===== src/rtl/addsub_result_stage.sv =====
// Capture stage behind the 4-bit add/sub datapath: derives {V,N,Z,C} per result,
// buffers entries in a small valid/ready FIFO and counts signed-overflow pushes.
module addsub_result_stage #(
    parameter int DEPTH = 2,
    parameter int CNT_W = 8
) (
    input  logic             clk,
    input  logic             rst_n,
    input  logic             in_valid,
    output logic             in_ready,
    input  logic [3:0]       in_a,
    input  logic [3:0]       in_b,
    input  logic             in_sub,
    input  logic [3:0]       in_r,
    input  logic             in_cout,
    output logic             out_valid,
    input  logic             out_ready,
    output logic [3:0]       out_r,
    output logic [3:0]       out_flags,
    output logic [CNT_W-1:0] ovf_count,
    input  logic             cnt_clr
);

    localparam int AW = (DEPTH > 2) ? $clog2(DEPTH) : 1;
    localparam logic [AW:0] FULL_CNT = (AW+1)'(DEPTH);

    logic [3:0]    mem_r [DEPTH];
    logic [3:0]    mem_f [DEPTH];
    logic [AW-1:0] wr_ptr;
    logic [AW-1:0] rd_ptr;
    logic [AW:0]   count;
    logic          full;
    logic          empty;
    logic          push;
    logic          pop;
    logic          flag_v;
    logic [3:0]    in_flags;
    logic          unused_operand_bits;

    // Only the operand sign bits matter for overflow detection.
    assign unused_operand_bits = ^{in_a[2:0], in_b[2:0]};

    assign full      = (count == FULL_CNT);
    assign empty     = (count == '0);
    assign in_ready  = !full;
    assign out_valid = !empty;
    assign push      = in_valid && !full;
    assign pop       = !empty && out_ready;

    // Subtract overflows when the operand signs differ, add when they match.
    always_comb begin
        flag_v = 1'b0;
        if (in_sub)
            flag_v = (in_a[3] != in_b[3]) && (in_r[3] != in_a[3]);
        else
            flag_v = (in_a[3] == in_b[3]) && (in_r[3] != in_a[3]);
    end

    assign in_flags = {flag_v, in_r[3], (in_r == 4'd0), in_cout};

    always_ff @(posedge clk) begin
        if (push) begin
            mem_r[wr_ptr] <= in_r;
            mem_f[wr_ptr] <= in_flags;
        end
    end

    always_ff @(posedge clk or negedge rst_n) begin
        if (!rst_n) begin
            wr_ptr <= '0;
            rd_ptr <= '0;
            count  <= '0;
        end else begin
            if (push)
                wr_ptr <= wr_ptr + AW'(1);
            if (pop)
                rd_ptr <= rd_ptr + AW'(1);
            case ({push, pop})
                2'b10:   count <= count + (AW+1)'(1);
                2'b01:   count <= count - (AW+1)'(1);
                default: count <= count;
            endcase
        end
    end

    // Clear takes priority over a coincident overflow push.
    always_ff @(posedge clk or negedge rst_n) begin
        if (!rst_n)
            ovf_count <= '0;
        else if (cnt_clr)
            ovf_count <= '0;
        else if (push && flag_v && (ovf_count != {CNT_W{1'b1}}))
            ovf_count <= ovf_count + CNT_W'(1);
    end

    assign out_r     = out_valid ? mem_r[rd_ptr] : 4'd0;
    assign out_flags = out_valid ? mem_f[rd_ptr] : 4'd0;

endmodule

===== config.mk =====
export PLATFORM = sky130hd
export DESIGN_NAME = addsub_result_stage
export DESIGN_NICKNAME = d
export VERILOG_FILES = /design/src/rtl/addsub_result_stage.sv
export SDC_FILE = /design/constraint.sdc
export NUM_CORES = 1
export LEC_CHECK = 0
export CAP_MARGIN = 20
export CORE_UTILIZATION = 60
export CTS_CLUSTER_SIZE = 30
export DETAILED_ROUTE_END_ITERATION = 6
export DONT_BUFFER_PORTS = 1
export PLACE_DENSITY = 0.87
export SLEW_MARGIN = 25
export SYNTH_ARGS = -nofsm -noshare
export SYNTH_HDL_FRONTEND = slang
export SYNTH_SLANG_ARGS = --single-unit
export TNS_END_PERCENT = 30

===== constraint.sdc =====
create_clock -name clk -period 1.8 [get_ports clk]
set_input_delay 0.18 -clock clk [delete_from_list [all_inputs] [get_ports clk]]
set_output_delay 0.18 -clock clk [all_outputs]
set_load 0.005 [all_outputs]

# --- Word-level counts from Yosys, hierarchy flattened ---
# Memories as Yosys holds them, arrays and structs flattened.
# Index checks and enable logic that the tools add are counted.
op_classes:
  n_addsub: 5
  eq_ne: 7
  mux: 8
  reduce_logical: 12
ops:
  columns: ["op", "n"]
  rows:
  - ["$mux 8", 2]
  - ["$add 8x1->8 const B", 1]
  - ["$mux 4", 2]
  - ["$ne 8x8->1 const B", 1]
  - ["$logic_and 1x1->1", 6]
  - ["$eq 2x2->1 const B", 2]
  - ["$logic_not 4->1", 1]
  - ["$pmux 2 s2", 1]
  - ["$reduce_bool 2->1", 2]
  - ["$mux 1", 3]
  - ["$add 1x1->1 const B", 2]
  - ["$add 2x1->2 const B", 1]
  - ["$eq 2x1->1 const B", 1]
  - ["$logic_not 1->1", 2]
  - ["$logic_not 2->1", 1]
  - ["$ne 1x1->1", 2]
  - ["$sub 2x1->2 const B", 1]
  - ["$eq 1x1->1", 1]
word_totals:
  ff_bits: 12
  ramBits: 16
  inputBits: 19
  word_cells: 38
  mem_count: 2
memory_table:
  columns: ["memory", "words", "width", "rd", "rd_ports_with_merged_regs", "wr", "line", "source"]
  rows:
  - ["mem_f", 2, 4, 1, 0, 1, "28", "logic [3:0] mem_f [DEPTH];"]
  - ["mem_r", 2, 4, 1, 0, 1, "27", "logic [3:0] mem_r [DEPTH];"]

# --- Depth between registers and ports, before layout ---
# Gate-level depths: netlist (run 1).
logic_depth:
  word_depth: 7
  ltp_mapped: 7
  mapped_depth_nobuf: 6

# --- Worst setup path before layout (run 1) ---
# Ideal clock, no wire load.
synth_timing:
  kind: "flip-flop to flip-flop"
  start: "register ovf_count[0]"
  end: "register ovf_count[7]"
  setup_time_ns: 0.125
  arrival_ns: 1.415
  required_ns: 1.675
  setup_slack_ns: 0.260
  stages_incl_launch_ff: 6
  path_cell_list: "dfrtp_1 > ha_1 > nand3_1 > o21ai_0 > nor4_1 > mux2_2"
synth_via:
  elab_chain_cells: 3
synth_rtl:
  columns: ["item", "line", "source"]
  rows:
  - ["from (decl)", "20", "output logic [CNT_W-1:0] ovf_count,"]
  - ["from (signal assigned)", "93", "ovf_count <= ovf_count + CNT_W'(1);"]
  - ["$add 8x1->8 / $ne 8x8->1 (equally long branches)", "93, 92", null]
  - ["$mux 8 / $logic_and 1x1->1 (equally long branches)", "92", "else if (push && flag_v && (ovf_count != {CNT_W{1'b1}}))"]
  - ["$mux 8 / $reduce_bool 2->1 (equally long branches)", null, null]
# Several ways; a longest one is shown, not always the timed one. The select of a mux whose other input is x is not followed.
# A chain may end at the register's enable or synchronous reset.

# --- Worst setup path in the final report (run 1) ---
layout_timing:
  start: "register ovf_count[0]"
  end: "register ovf_count[5]"
# Same word-level chain as after synthesis.

==> impl_results.html, run 1 <==
<table>
<tr><th>Metric</th><th>Value</th></tr>
<tr><th colspan="2">Global route</th></tr>
<tr><td>Antenna violations before repair</td><td>0</td></tr>
<tr><td>Number of global-route vias before repair</td><td>757</td></tr>
<tr><td>Wire length of the first global-routing pass</td><td>3.24 mm</td></tr>
<tr><td>Overflow after GRT</td><td>0</td></tr>
<tr><td>Maximum number of pins on one net before global-route repair</td><td>16</td></tr>
<tr><td>Total routing usage reported by global routing</td><td>21.4%</td></tr>
<tr><th colspan="2">Detailed routing</th></tr>
<tr><td>Post-route ant nets</td><td>0</td></tr>
<tr><td>Vias after detailed routing</td><td>846</td></tr>
<tr><td>Average wire length per cell after detail routing</td><td>15.8 µm</td></tr>
<tr><td>Detailed Routing Iterations Pass 1</td><td>4</td></tr>
<tr><td>Post-DR vias/cell</td><td>6.09</td></tr>
<tr><td>Wirelength, routed</td><td>2.20 mm</td></tr>
<tr><td>DRC violations left</td><td>0</td></tr>
<tr><td>Count of routing violations after the opening detailed-route iteration</td><td>25</td></tr>
<tr><th colspan="2">Synthesis</th></tr>
<tr><td>Mux cell area share after synthesis</td><td>10.3%</td></tr>
<tr><td>Fraction of registers with async set/reset</td><td>46.2%</td></tr>
<tr><td>Synth Area in Compound Gates</td><td>4.90%</td></tr>
<tr><td>Fraction of synthesized cell area taken by the top area cell type</td><td>33.6%</td></tr>
<tr><td>Library cell occupying the most area in the post-synthesis netlist</td><td>edfxtp_1</td></tr>
<tr><td>Largest family of logic cells by synthesized area</td><td>simple AND/OR/NAND/NOR gates</td></tr>
<tr><td>Cell types occupying the most area after synthesis</td><td>edfxtp_1 34%, dfrtp_1 24%, mux2i_1 6.4%</td></tr>
<tr><td>Gate count after technology mapping</td><td>103</td></tr>
<tr><td>Mean area per synthesized cell</td><td>12.1 µm²</td></tr>
<tr><td>Yosys warns</td><td>0</td></tr>
<tr><td>Number of library cell types mapped by synthesis</td><td>30</td></tr>
<tr><td>Flip-flop and latch count after synthesis</td><td>26</td></tr>
<tr><td>Register area share after synthesis</td><td>57.6%</td></tr>
<tr><td>Share of synthesized cell area in full adder, half adder and majority cells</td><td>2.00%</td></tr>
<tr><td>Most frequent cell after synthesis</td><td>nor2_1</td></tr>
<tr><td>Post-Synthesis Cell Area</td><td>1250 µm²</td></tr>
<tr><td>Post-synth net total</td><td>124</td></tr>
<tr><td>Main flop type after synthesis</td><td>edfxtp_1</td></tr>
<tr><td>Cell types with the highest counts after synthesis</td><td>15 x nor2_1, 14 x edfxtp_1, 12 x dfrtp_1</td></tr>
<tr><td>Xor/xnor share of the synthesized area</td><td>4.20%</td></tr>
<tr><td>Count of flip-flops with a built-in enable after synthesis</td><td>14</td></tr>
<tr><td>Synthesized-area fraction occupied by and/or/nand/nor cells</td><td>18.0%</td></tr>
<tr><th colspan="2">Power</th></tr>
<tr><td>IR drop worst, VDD</td><td>0.567 mV</td></tr>
<tr><td>Power per standard cell area</td><td>1230 nW/µm²</td></tr>
<tr><td>LEAKAGE</td><td>0.552 nW</td></tr>
<tr><td>Final Power</td><td>0.00173 W</td></tr>
<tr><th colspan="2">Floorplanning</th></tr>
<tr><td>Count of boundary I/O pins</td><td>37</td></tr>
<tr><td>Die Area</td><td>2270 µm²</td></tr>
<tr><td>Starting density of the core</td><td>63.8%</td></tr>
<tr><td>Placement row count</td><td>16</td></tr>
<tr><td>Die width</td><td>47.7 µm</td></tr>
<tr><td>Placeable core area</td><td>1960 µm²</td></tr>
<tr><td>Die span in y</td><td>47.7 µm</td></tr>
<tr><th colspan="2">STA</th></tr>
<tr><td>Final setup violating endpoints</td><td>0</td></tr>
<tr><td>Highest achievable clock rate</td><td>601 MHz</td></tr>
<tr><td>Sum of negative setup slack</td><td>0 ns</td></tr>
<tr><td>Final period utilization</td><td>92.4%</td></tr>
<tr><td>Relative max-transition margin</td><td>63.8%</td></tr>
<tr><td>RSZ-0062 raised after global routing</td><td>false</td></tr>
<tr><td>Pins over their slew limit</td><td>0</td></tr>
<tr><td>Minimum clock period after layout</td><td>1.66 ns</td></tr>
<tr><td>Worst-margin pin slew</td><td>0.541 ns</td></tr>
<tr><td>Final clock skew</td><td>0.00195 ns</td></tr>
<tr><td>Final hold vios</td><td>0</td></tr>
<tr><th colspan="2">Clocking</th></tr>
<tr><td>Clock-pin slew on the worst setup and hold paths</td><td>0.13 ns</td></tr>
<tr><td>Clock Sink Count</td><td>26</td></tr>
<tr><td>Clock latency at the later pin of the worst-skew pair</td><td>0.31 ns</td></tr>
<tr><td>TritonCTS clock tree</td><td>done</td></tr>
<tr><td>Longest Clk Path Bufs</td><td>2</td></tr>
<tr><td>H-tree Lvls</td><td>1</td></tr>
<tr><td>Inserted Clock Buffers</td><td>3</td></tr>
<tr><td>Clock Root Buffer</td><td>clkbuf_4</td></tr>
<tr><th colspan="2">Worst setup path</th></tr>
<tr><td>Ordered list of cells on the worst path</td><td>ha_1 -&gt; nand3_2 -&gt; o21ai_1 -&gt; nor4_2 -&gt; mux2_2</td></tr>
<tr><td>Type of element launching the critical path</td><td>flip-flop</td></tr>
<tr><td>Largest stage delay on the critical path</td><td>0.45 ns</td></tr>
<tr><td>Type of destination of the critical path</td><td>flip-flop</td></tr>
<tr><td>Cell depth of the worst flop-to-flop path</td><td>5</td></tr>
<tr><td>Worst-path fanout max</td><td>5</td></tr>
<tr><td>Data arrival time of the critical path</td><td>1.88 ns</td></tr>
<tr><td>Crit path required time</td><td>2.01 ns</td></tr>
<tr><td>Crit-path slowest cell</td><td>dfrtp_1</td></tr>
<tr><td>Worst Path Class, Setup</td><td>reg2reg</td></tr>
<tr><th colspan="2">Layout</th></tr>
<tr><td>Area added between synthesis and finish</td><td>12.5%</td></tr>
<tr><td>Fillers</td><td>145</td></tr>
<tr><td>Antenna diode instance count</td><td>0</td></tr>
<tr><td>Fraction of layout instances using a drive strength above 1</td><td>13.4%</td></tr>
<tr><td>Final #Nets</td><td>134</td></tr>
<tr><th colspan="2">Min path</th></tr>
<tr><td>Type of the tightest min-delay check</td><td>in2reg</td></tr>
<tr><td>Instance count along the most critical hold path</td><td>2</td></tr>
<tr><th colspan="2">Placement</th></tr>
<tr><td>Buffers on Ports</td><td>0</td></tr>
<tr><td>HPWL after detailed placement</td><td>1.58 mm</td></tr>
<tr><td>Global placer's final weighted congestion</td><td>0.758</td></tr>
<tr><th colspan="2">Status</th></tr>
<tr><td>Status</td><td>finished clean</td></tr>
<tr><th colspan="2">Run</th></tr>
<tr><td>Max_cap viols</td><td>0</td></tr>
</table>
==> final cells by class <==
| cell class | count | area (µm²) | area share, % |
|---|---|---|---|
| Sequential cell | 26 | 721 | 51.2 |
| Multi-Input combinational cell | 70 | 504 | 35.8 |
| Timing Repair Buffer | 9 | 85.1 | 6.04 |
| Tap cell | 27 | 33.8 | 2.40 |
| Clock inverter | 1 | 30.0 | 2.13 |
| Clock buffer | 3 | 22.5 | 1.60 |
| Inverter | 3 | 11.3 | 0.800 |
==> sequential cells by signal, summed over array words and instances (netlist names) <==
name	flops
rd_ptr	1
mem_r	6
count	2
mem_f	8
wr_ptr	1
ovf_count	8
==> metal layers <==
layer | global-route usage [%] | wire [µm] | vias up
met2 | 36.7 | 1140 | 34
met1 | 26.2 | 921 | 416
met5 | 0 | 0 | -
met3 | 5.28 | 138 | 0
met4 | 7.78 | 0 | 0
li1 | - | - | 396
==> cell families (layout without fill, tap and decap cells) <==
family / count (synthesis) / after routing
and+or+nand+nor: 40 / 40
DFF: 26 / 26
muxes: 12 / 12
AOI/OAI and AO/OA: 10 / 10
buffers and inverters: 7 / 16
xor gates and xnor gates: 6 / 6
adders and majority gates: 2 / 2
==> what timing repair did <==
action                                  CTS  global route
endpoints found under the setup margin    0             3
hold endpoints to repair                 26             0
gates resized for setup                   0             3
buffers inserted                          0             0
hold buffers                              7             0
==> worst paths after layout <==
kind | startpoint | to | slack (ns)
worst max-delay path | ovf_count[0] | ovf_count[5] | 0.14
worst min-delay path | cnt_clr | ovf_count[1] | 0.03
worst max register to register | ovf_count[0] | ovf_count[5] | 0.14
worst min register to register | wr_ptr | wr_ptr | 0.52
max in group asynchronous | rst_n | ovf_count[2] | 1.18
min in group asynchronous | rst_n | ovf_count[4] | 0.27
==> where the power goes <==
group	leakage, nW	switching (W)	internal, W
clock	0.0279	0.000162	0.000225
combinational	0.235	0.000263	0.000213
sequential	0.289	0.000101	0.000767
==> layout by cell type, fill, tap and decap left out <==
cell	instances
nand3_2	1
bufinv_16	1
dfrtp_1	12
mux2_4	1
inv_1	3
o21ai_1	1
nor4_1	2
mux2_2	3
and3_1	2
o21ai_0	1
and4_1	2
or4_1	3
nor3b_1	1
edfxtp_1	14
xnor2_1	3
nor2_1	15
nor4_2	1
nand2b_2	1
nor3_2	1
nand4_1	2
nand2b_1	4
nand2_1	1
o31ai_1	3
ha_1	2
o2111ai_1	1
dlygate4sd3_1	7
mux2i_1	8
buf_4	2
nor2b_1	3
clkbuf_4	3
a21oi_1	4
xor2_1	3
nand2_2	1
==> per-stage QoR <==
stage / instances / hold slack (ns) / utilization (%) / setup WS (ns) / cell area (µm²)
global route: 139 / 0.0250 / 71.7 / 0.0394 / 1410
CTS: 139 / 0.0252 / 71.2 / 0.0427 / 1400
global placement: 128 / -0.115 / 64.9 / 0.166 / 1270
finish: 139 / 0.0325 / 71.7 / 0.137 / 1410
detailed placement: 128 / -0.115 / 64.9 / 0.0615 / 1270
floorplan: 103 / -0.116 / - / 0.260 / 1250
==> worst max-delay path, delay by kind of cell, from the launching register on <==
| family | cells | cell delay [ns] |
|---|---|---|
| flops | 1 | 0.45 |
| simple gates | 2 | 0.36 |
| mux | 1 | 0.36 |
| fa+ha+maj | 1 | 0.27 |
| compound gates | 1 | 0.12 |
No activity file was read; power rests on OpenSTA's default activity.
==> run 2: changes to the inputs <==
- PLACE_DENSITY: 0.87 -> unset
- PLACE_DENSITY_LB_ADDON: unset -> 0.15
==> impl_results.html, run 2 (synthesized netlist as in run 1, its figures left out) <==
<table>
<tr><th>Metric</th><th>Value</th></tr>
<tr><th colspan="2">STA</th></tr>
<tr><td>Final setup violating endpoints</td><td>0 (unchanged)</td></tr>
<tr><td>Worst-margin pin slew</td><td>0.571 ns (was 0.541 ns)</td></tr>
<tr><td>Final hold vios</td><td>0 (unchanged)</td></tr>
<tr><td>Pins over their slew limit</td><td>0 (unchanged)</td></tr>
<tr><td>Final clock skew</td><td>0.00128 ns (was 0.00195 ns)</td></tr>
<tr><td>Relative max-transition margin</td><td>61.8% (was 63.8%)</td></tr>
<tr><td>Highest achievable clock rate</td><td>610 MHz (was 601 MHz)</td></tr>
<tr><td>Final period utilization</td><td>91.0% (was 92.4%)</td></tr>
<tr><td>RSZ-0062 raised after global routing</td><td>false (unchanged)</td></tr>
<tr><td>Sum of negative setup slack</td><td>0 ns (unchanged)</td></tr>
<tr><td>Fin worst setup slack</td><td>0.162 ns (was 0.137 ns)</td></tr>
<tr><td>Minimum clock period after layout</td><td>1.64 ns (was 1.66 ns)</td></tr>
<tr><th colspan="2">Clocking</th></tr>
<tr><td>H-tree Lvls</td><td>1 (unchanged)</td></tr>
<tr><td>Post-CTS Setup Inserts</td><td>0 (unchanged)</td></tr>
<tr><td>Clock latency at the later pin of the worst-skew pair</td><td>0.32 ns (was 0.31 ns)</td></tr>
<tr><td>TritonCTS clock tree</td><td>done (unchanged)</td></tr>
<tr><td>Inserted Clock Buffers</td><td>3 (unchanged)</td></tr>
<tr><td>Clock Sink Count</td><td>26 (unchanged)</td></tr>
<tr><td>Longest Clk Path Bufs</td><td>2 (unchanged)</td></tr>
<tr><td>Clock-pin slew on the worst setup and hold paths</td><td>0.14 ns (was 0.13 ns)</td></tr>
<tr><td>Clock Root Buffer</td><td>clkbuf_4 (unchanged)</td></tr>
<tr><th colspan="2">Layout</th></tr>
<tr><td>Area added between synthesis and finish</td><td>13.9% (was 12.5%)</td></tr>
<tr><td>Commonest non-fill, non-tap cell in the layout</td><td>nor2_1 (unchanged)</td></tr>
<tr><td>Final Instance Area</td><td>1430 µm² (was 1410 µm²)</td></tr>
<tr><td>Fillers</td><td>149 (was 145)</td></tr>
<tr><td>Top library cells by usage in the layout, fill and taps aside</td><td>15 x nor2_1, 14 x edfxtp_1, 12 x dfrtp_1, 8 x mux2i_1, 7 x dlygate4sd3_1 (unchanged)</td></tr>
<tr><td>Registers with the most flip-flops</td><td>mem_f (8), ovf_count (8), mem_r (6) (unchanged)</td></tr>
<tr><td>Final #Nets</td><td>137 (was 134)</td></tr>
<tr><td>Fraction of layout instances using a drive strength above 1</td><td>14.8% (was 13.4%)</td></tr>
<tr><td>Antenna diode instance count</td><td>0 (unchanged)</td></tr>
<tr><th colspan="2">Worst setup path</th></tr>
<tr><td>Worst Path Class, Setup</td><td>reg2reg (unchanged)</td></tr>
<tr><td>Data arrival time of the critical path</td><td>1.87 ns (was 1.88 ns)</td></tr>
<tr><td>Largest delay share family, worst path</td><td>flip-flops (unchanged)</td></tr>
<tr><td>Ordered list of cells on the worst path</td><td>ha_1 -&gt; nand3_1 -&gt; o21ai_1 -&gt; nor4_2 -&gt; mux2_2 (was ha_1 -&gt; nand3_2 -&gt; o21ai_1 -&gt; nor4_2 -&gt; mux2_2)</td></tr>
<tr><td>Largest stage delay on the critical path</td><td>0.45 ns (about the same)</td></tr>
<tr><td>Critical path buffers and inverters</td><td>0 (unchanged)</td></tr>
<tr><td>Worst-path fanout max</td><td>4 (was 5)</td></tr>
<tr><td>Type of element launching the critical path</td><td>flip-flop (unchanged)</td></tr>
<tr><td>Crit-path slowest cell</td><td>dfrtp_1 (unchanged)</td></tr>
<tr><td>Crit path required time</td><td>2.03 ns (was 2.01 ns)</td></tr>
<tr><td>Type of destination of the critical path</td><td>flip-flop (unchanged)</td></tr>
<tr><th colspan="2">Floorplanning</th></tr>
<tr><td>Placement row count</td><td>16 (unchanged)</td></tr>
<tr><td>Die span in y</td><td>47.7 µm (unchanged)</td></tr>
<tr><td>Die Area</td><td>2270 µm² (unchanged)</td></tr>
<tr><td>Die width</td><td>47.7 µm (unchanged)</td></tr>
<tr><td>Starting density of the core</td><td>63.8% (unchanged)</td></tr>
<tr><td>Count of boundary I/O pins</td><td>37 (unchanged)</td></tr>
<tr><td>Placeable core area</td><td>1960 µm² (unchanged)</td></tr>
<tr><th colspan="2">Power</th></tr>
<tr><td>LEAKAGE</td><td>0.567 nW (was 0.552 nW)</td></tr>
<tr><td>Power per standard cell area</td><td>1230 nW/µm² (about the same)</td></tr>
<tr><td>IR drop worst, VDD</td><td>0.995 mV (was 0.567 mV)</td></tr>
<tr><th colspan="2">Global route</th></tr>
<tr><td>Overflow after GRT</td><td>0 (unchanged)</td></tr>
<tr><td>Number of global-route vias before repair</td><td>748 (was 757)</td></tr>
<tr><td>Wire length of the first global-routing pass</td><td>3.26 mm (was 3.24 mm)</td></tr>
<tr><td>Total routing usage reported by global routing</td><td>20.9% (was 21.4%)</td></tr>
<tr><td>Antenna violations before repair</td><td>0 (unchanged)</td></tr>
<tr><td>Routing usage on met2</td><td>35.1% (was 36.7%)</td></tr>
<tr><td>GR met3 Demand/Resource</td><td>5.28% (unchanged)</td></tr>
<tr><td>Global Route met1 Usage</td><td>26.2% (about the same)</td></tr>
<tr><td>Maximum number of pins on one net before global-route repair</td><td>16 (unchanged)</td></tr>
<tr><td>Global routing's busiest layer</td><td>met2 (unchanged)</td></tr>
<tr><th colspan="2">Detailed routing</th></tr>
<tr><td>Wirelength, routed</td><td>2.27 mm (was 2.20 mm)</td></tr>
<tr><td>Post-DR vias/cell</td><td>5.87 (was 6.09)</td></tr>
<tr><td>Average wire length per cell after detail routing</td><td>16.0 µm (was 15.8 µm)</td></tr>
<tr><td>DRC violations left</td><td>0 (unchanged)</td></tr>
<tr><td>Count of routing violations after the opening detailed-route iteration</td><td>15 (was 25)</td></tr>
<tr><td>Detailed Routing Iterations Pass 1</td><td>4 (unchanged)</td></tr>
<tr><td>Vias after detailed routing</td><td>834 (was 846)</td></tr>
<tr><td>Post-route ant nets</td><td>0 (unchanged)</td></tr>
<tr><th colspan="2">Placement</th></tr>
<tr><td>Global placer's final weighted congestion</td><td>0.836 (was 0.758)</td></tr>
<tr><td>HPWL after detailed placement</td><td>1.49 mm (was 1.58 mm)</td></tr>
<tr><td>Buffers on Ports</td><td>0 (unchanged)</td></tr>
<tr><td>Pre-CTS setup slack</td><td>0.153 ns (was 0.0615 ns)</td></tr>
<tr><td>Placed standard-cell area</td><td>1300 µm² (was 1270 µm²)</td></tr>
<tr><th colspan="2">Run</th></tr>
<tr><td>Max_cap viols</td><td>0 (unchanged)</td></tr>
<tr><th colspan="2">Status</th></tr>
<tr><td>Status</td><td>finished clean (unchanged)</td></tr>
<tr><th colspan="2">Min path</th></tr>
<tr><td>Type of the tightest min-delay check</td><td>in2reg (unchanged)</td></tr>
</table>
-- run 2: worst register-to-register path, cell delays in order, from the launching register on --
cell	delay, ns
dfrtp_1	0.45
ha_1	0.24
nand3_1	0.13
o21ai_1	0.13
nor4_2	0.24
mux2_2	0.36
-- run 2: path summary, 6_finish.rpt --
| path | from | endpoint | slack (ns) | cells after the start |
|---|---|---|---|---|
| min reg2reg | wr_ptr | wr_ptr | 0.51 | 1 |
| max in group asynchronous | rst_n | ovf_count[5] | 1.17 | 1 |
| max | ovf_count[1] | ovf_count[7] | 0.16 | 5 |
| max reg2reg | ovf_count[1] | ovf_count[7] | 0.16 | 5 |
| min | cnt_clr | ovf_count[1] | 0.01 | 2 |
| min in group asynchronous | rst_n | count[0] | 0.27 | 1 |
-- run 2: report_power, final --
| group | total, W | switching [W] | internal, W | leakage [nW] |
|---|---|---|---|---|
| clock network | 0.000407 | 0.000182 | 0.000225 | 0.0279 |
| registers | 0.000866 | 0.0000989 | 0.000767 | 0.289 |
| logic | 0.000485 | 0.000269 | 0.000216 | 0.250 |
| total | 0.00176 | 0.000550 | 0.00121 | 0.567 |
-- run 2: what timing repair did --
item	CTS	global route
setup endpoints to repair	0	1
endpoints found under the hold margin	26	0
resized for setup	0	2
hold buffers	7	0
-- run 2: area by class of cell --
class	count	area, µm²	area share (%)
clock buffers	3	22.5	1.58
clock inverters	1	30.0	2.11
inverters	3	11.3	0.790
multi-input cells	70	499	35.0
flip-flops and latches	26	721	50.6
well taps	27	33.8	2.37
repair buffers	12	108	7.55
-- run 2: layer usage --
metal | share of wire (%) | vias up | routed length, µm
met5 | 0 | - | 0
met4 | 1.3 | 0 | 29
met3 | 6.2 | 6 | 140
met2 | 48 | 33 | 1080
met1 | 45 | 398 | 1010
li1 | - | 397 | -
-- run 2: metrics by stage --
step,power (W),util [%],cells,hold WS (ns)
after CTS,0.00176,72.3,142,0.0196
after floorplan,0.00126,-,103,-0.116
after detailed placement,0.00135,66.1,131,-0.115
after global placement,0.00133,66.1,131,-0.115
after global routing,0.00185,72.6,142,0.0242
final,0.00176,72.6,142,0.0142
